### src/rtl/dsp_share_arbiter.sv
// dsp_share_arbiter
// Round-robin arbiter and sequencer sharing one pipelined DSP48A1 MAC slice
// between two requesters. One operation per cycle is issued into the slice;
// a valid/tag pipe mirrors the slice latency so every result is steered back
// to the requester that issued it. Back-pressure on the result side freezes
// the slice and the tracking pipe together through a common clock enable.

module dsp_share_arbiter #(
    parameter int          WIDTH       = 18,
    parameter int          PWIDTH      = 48,
    parameter int          LATENCY     = 4,
    parameter logic [7:0]  IDLE_OPMODE = 8'h00
) (
    input  logic              clk,
    input  logic              rst,

    input  logic              req0,
    input  logic              lock0,
    input  logic [WIDTH-1:0]  a0,
    input  logic [WIDTH-1:0]  b0,
    input  logic [7:0]        op0,
    output logic              gnt0,

    input  logic              req1,
    input  logic              lock1,
    input  logic [WIDTH-1:0]  a1,
    input  logic [WIDTH-1:0]  b1,
    input  logic [7:0]        op1,
    output logic              gnt1,

    output logic [WIDTH-1:0]  dsp_a,
    output logic [WIDTH-1:0]  dsp_b,
    output logic [7:0]        dsp_opmode,
    output logic              dsp_ce,
    output logic              dsp_rst,
    input  logic [PWIDTH-1:0] dsp_p,

    output logic [PWIDTH-1:0] rsp_p,
    output logic              rsp_valid0,
    output logic              rsp_valid1,
    input  logic              rsp_ready0,
    input  logic              rsp_ready1
);

    // Tracking pipe: stage 0 is the issue register, stage LATENCY lines up
    // with a valid dsp_p. Tag 0/1 names the requester that issued the op.
    logic [LATENCY:0]   v_r;
    logic [LATENCY:0]   tag_r;
    logic               last_r;
    logic [WIDTH-1:0]   dsp_a_r;
    logic [WIDTH-1:0]   dsp_b_r;
    logic [7:0]         dsp_opmode_r;

    logic               out_ready_s;
    logic               stall_s;
    logic [1:0]         pick_s;
    logic               accept_s;
    logic               sel1_s;

    // Round-robin choice with lock override. Returns {grant1, grant0}.
    // A lock only holds the grant for the requester that won last; with a
    // single requester that requester always wins.
    function automatic logic [1:0] rr_pick(
        input logic r0,
        input logic r1,
        input logic l0,
        input logic l1,
        input logic last
    );
        logic [1:0] g;
        g = 2'b00;
        if (r0 && r1) begin
            if (!last && l0) begin
                g = 2'b01;
            end else if (last && l1) begin
                g = 2'b10;
            end else if (last) begin
                g = 2'b01;
            end else begin
                g = 2'b10;
            end
        end else begin
            g = {r1, r0};
        end
        return g;
    endfunction

    // Stall detection: the head result is present but its owner is not ready.
    always_comb begin
        out_ready_s = 1'b0;
        stall_s     = 1'b0;
        if (tag_r[LATENCY]) begin
            out_ready_s = rsp_ready1;
        end else begin
            out_ready_s = rsp_ready0;
        end
        stall_s = v_r[LATENCY] & ~out_ready_s;
    end

    // Grant generation: nothing is granted while stalled or in reset.
    always_comb begin
        pick_s = 2'b00;
        if (rst || stall_s) begin
            pick_s = 2'b00;
        end else begin
            pick_s = rr_pick(req0, req1, lock0, lock1, last_r);
        end
        accept_s = pick_s[0] | pick_s[1];
        sel1_s   = pick_s[1];
    end

    // Issue register, tracking pipe and round-robin pointer; all advance
    // only on clock-enabled edges so they stay aligned with the slice.
    always_ff @(posedge clk) begin
        if (rst) begin
            v_r          <= '0;
            tag_r        <= '0;
            last_r       <= 1'b1;
            dsp_a_r      <= '0;
            dsp_b_r      <= '0;
            dsp_opmode_r <= IDLE_OPMODE;
        end else if (!stall_s) begin
            v_r   <= {v_r[LATENCY-1:0], accept_s};
            tag_r <= {tag_r[LATENCY-1:0], sel1_s};
            if (accept_s) begin
                last_r <= sel1_s;
                if (sel1_s) begin
                    dsp_a_r      <= a1;
                    dsp_b_r      <= b1;
                    dsp_opmode_r <= op1;
                end else begin
                    dsp_a_r      <= a0;
                    dsp_b_r      <= b0;
                    dsp_opmode_r <= op0;
                end
            end else begin
                // Bubble: operands hold, opmode idles the slice.
                dsp_opmode_r <= IDLE_OPMODE;
            end
        end else begin
            v_r          <= v_r;
            tag_r        <= tag_r;
            last_r       <= last_r;
            dsp_a_r      <= dsp_a_r;
            dsp_b_r      <= dsp_b_r;
            dsp_opmode_r <= dsp_opmode_r;
        end
    end

    assign gnt0       = pick_s[0];
    assign gnt1       = pick_s[1];
    assign dsp_a      = dsp_a_r;
    assign dsp_b      = dsp_b_r;
    assign dsp_opmode = dsp_opmode_r;
    assign dsp_ce     = ~stall_s;
    assign dsp_rst    = rst;
    assign rsp_p      = dsp_p;
    assign rsp_valid0 = v_r[LATENCY] & ~tag_r[LATENCY];
    assign rsp_valid1 = v_r[LATENCY] &  tag_r[LATENCY];

endmodule

### config.mk
export PLATFORM = sky130hd
export DESIGN_NAME = dsp_share_arbiter
export DESIGN_NICKNAME = d
export VERILOG_FILES = /design/src/rtl/dsp_share_arbiter.sv
export SDC_FILE = /design/constraint.sdc
export NUM_CORES = 1
export LEC_CHECK = 0
export ABC_AREA = 1
export CELL_PAD_IN_SITES_DETAIL_PLACEMENT = 1
export CELL_PAD_IN_SITES_GLOBAL_PLACEMENT = 1
export CORE_MARGIN = 5
export CORE_UTILIZATION = 23
export DETAILED_ROUTE_END_ITERATION = 10
export PLACE_DENSITY = 0.93
export SKIP_CTS_REPAIR_TIMING = 1
export SYNTH_ARGS = -nofsm -noshare
export SYNTH_HDL_FRONTEND = slang
export SYNTH_SLANG_ARGS = --single-unit
### constraint.sdc
create_clock -name clk -period 3.4 [get_ports clk]
set_input_delay 0.68 -clock clk [delete_from_list [all_inputs] [get_ports clk]]
set_output_delay 0.68 -clock clk [all_outputs]
set_load 0.01 [all_outputs]
==> metrics.md <==
| Metric | Value |
|---|---|
| Status | `completed` |
| Diode count | `0` |
| Fin. Hold Viols | `0` |
| Drt initial violations | `125` |
| Hold_ws | `between 0.4 and 0.5 ns` |
| Syn Nets | `581` |
| WHS Endpoint | `dsp_opmode[3]` |
| Clk buf depth | `2` |
| Int Power | `1.20 mW` |
| Placed cells | `between 600 and 700` |
| Max_slew headroom | `62.7%` |
| Crit path max-delay family | `buffers and inverters` |
| TNS Setup | `0 ns` |
| Layout area overhead | `46.1%` |
| Port-buffer cells | `145` |
| Row count | `42` |
| CP cell instances | `clkdlybuf4s50_1 -> nand2_1 -> inv_1 -> nand3_1 -> nand2_1 -> nor2_1 -> clkdlybuf4s50_1` |
| Skew-Pair Late Insertion Delay | `approximately 0.30 ns` |
| Hold Path Cell Cnt | `2` |
| DR vias | `between 3000 and 4000` |
| Die H | `126 um` |
| Worst path bufs/invs | `3` |
| Avg Cell Area, Syn | `7.13 um2` |
| Largest net degree at the start of global routing | `45` |
| Net count, final | `667` |
| Async SR Flop Fraction | `0%` |
| Crit-path max FO | `5` |
| Fin area | `roughly 0.0046 mm2` |
| Final Cycle Share | `just over 90%` |
| YS warnings | `0` |
| Drt pass-1 iters | `4` |
| Number of synthesized flops with an enable pin | `0` |
| Routability cong. | `0.770` |
| Initial antenna violation count | `0` |
| Top sig layer | `met4` |
| Most frequent cells in the layout | `144 x clkdlybuf4s50_1, 74 x nand3_1, 65 x nand2_1` |
| CP startpoint kind | `input port` |
| Final Setup Violations | `0` |
| CORE AREA | `approximately 0.013 mm2` |
| All-Layer GR Usage | `13.7%` |
| Total chip power | `between 1.5 and 2 mW` |
| Place WS | `0.291 ns` |
| Reg-to-reg endpoint | `dsp_b[0]` |
| Critical-path top delay cell | `clkdlybuf4s50_1` |
| Final wirelength | `11.0 mm` |
| Hold Crit Class | `register to register` |
| Routed length on met3 | `705 um` |
| Pwr dens | `369 mW/mm2` |
| Max Cap Violations | `0` |
| Worst reg2reg path depth | `8` |
| First-pass GRT wire length | `17.8 mm` |
| Share of layout cells above drive strength 1 | `approximately 6%` |
| H-tree depth | `2` |
| Clk Tree Root Cell | `clkbuf_16` |
| TritonCTS buffer count | `5` |
| Max Slew Vio Count | `0` |
| Reg clk slew, reported paths | `~0.080 ns` |
| Vias per cell | `4.49` |
| Synth cell types | `22` |
| FF-to-FF setup slack | `between 1 and 1.5 ns` |
| Clock tree sinks | `55` |
| Register share of total power | `42.2%` |
| Final ANT Viol Nets | `0` |
| Num ports | `about 240` |
| Worst VDD drop | `0.181 mV` |
| Critical path's largest stage delay | `0.62 ns` |
| F_max | `321 MHz` |
| Most common cell after layout, fill and taps aside | `clkdlybuf4s50_1` |
| Net Sw Frac | `28.5%` |
| Synth Flop Type | `dfxtp_1` |
| Crit. End Element | `output pin` |
| Number of global-route vias before repair | `3410` |
| Grt ovf | `0` |
| Synthesized area | `around 0.0031 mm2` |
| DRC errors left | `0` |
| Initial Util | `23.5%` |
| Syn Inst Count | `437` |
| Leakage | `roughly 1.8 nW` |
| Critical path type | `input port to output pin` |
| Switching power | `478 uW` |
| Combinational cell fraction of total power | `25.2%` |
| CTS tree | `done` |
| WL per Instance | `15.7 um` |
| RR Startpoint | `v_r[4]` |
| Unrepaired setup endpoints after global routing | `no` |
| Synth Register Bits | `55` |
| Worst EP arrival | `~2.4 ns` |
| Area post-placement | `0.00440 mm2` |
| Worst hold start | `dsp_opmode[3]` |
| Required time of the critical path | `2.72 ns` |
| Slew @ Worst Pin | `about 0.56 ns` |
| Final setup skew | `0.0108 ns` |
| Register area share after synthesis | `35.3%` |
| Width of the die | `126 um` |
| Wl on met1 | `4.56 mm` |
| Overall die area | `between 0.015 and 0.02 mm2` |
| Final Non-Filler Cells | `700` |
| Clock group share of total power | `between 30% and 40%` |
| Detailed placement HPWL | `7.97 mm` |
| Final WS setup | `0.284 ns` |
| Routed wl met2 | `5.35 mm` |
| Final Critical Period | `3.12 ns` |
| Core Util, Final | `34.4%` |
==> cells by family after synthesis <==
logic type             share of synthesized area, %
and+or+nand+nor                                22.2
buffers and inverters                          23.0
AOI/OAI and AO/OA                              19.4
DFF                                            35.3
==> cells in the mapped netlist (4+ instances only) <==
| master | n | area share, % |
|---|---|---|
| nand3_1 | 74 | 12 |
| nand2_1 | 65 | 7.8 |
| inv_1 | 59 | 7.1 |
| dfxtp_1 | 55 | 35 |
| buf_4 | 50 | 12 |
| a21oi_1 | 40 | 6.4 |
| o21bai_1 | 36 | 8.7 |
| clkbuf_1 | 12 | 1.4 |
| buf_2 | 8 | 1.3 |
| o211ai_1 | 7 | 1.7 |
| or2_2 | 6 | 1.2 |
| o21ai_0 | 5 | 0.80 |
| o22ai_1 | 5 | 1.0 |
| buf_1 | 4 | 0.48 |
==> layer usage <==
layer / global-route usage, % / up-vias
met4: 5.74 / 0
met5: 0 / -
li1: - / 1538
met1: 15.5 / 1470
met2: 23.9 / 95
met3: 4.08 / 42
==> cell type report <==
| type | instances | area [um2] |
|---|---|---|
| clock inverter | 3 | 26.3 |
| fill | 1629 | 8690 |
| inverter | 61 | 229 |
| sequential | 55 | 1100 |
| timing repair buffer | 154 | 1540 |
| multi-input combinational | 246 | 1310 |
| tap | 176 | 220 |
| clock buffer | 5 | 125 |
==> how the worst max path moves through the flow <==
stage,from,endpoint,depth (start not counted),slack (ns)
floorplan,rsp_ready1,gnt0,5,1.31
global placement,req0,gnt1,7,0.31
detailed placement,req0,gnt1,7,0.29
CTS,req0,gnt1,7,0.28
global route,req0,gnt1,7,0.20
finish,req0,gnt1,7,0.28
==> flip-flops by register name, indices dropped and copies added, names as in the netlist <==
register	cells
last_r	1
dsp_opmode	8
dsp_b	18
dsp_a	18
tag_r	5
v_r	5
==> power groups by stage <==
| stage | clock network (mW) | logic (mW) | registers [mW] |
|---|---|---|---|
| 2_1_floorplan | 0 | 0.219 | 0.739 |
| 3_3_place_gp | 0 | 0.419 | 0.721 |
| 3_5_place_dp | 0 | 0.429 | 0.723 |
| 4_1_cts | 0.579 | 0.430 | 0.708 |
| 5_1_grt | 0.595 | 0.462 | 0.714 |
| 6_report | 0.547 | 0.423 | 0.708 |
==> tightest hold or removal path: cells and delay by family (launching register included) <==
kind          cells  cell delay, ns
flops             1            0.32
simple gates      2            0.10
No activity file was read; power rests on OpenSTA's default activity.
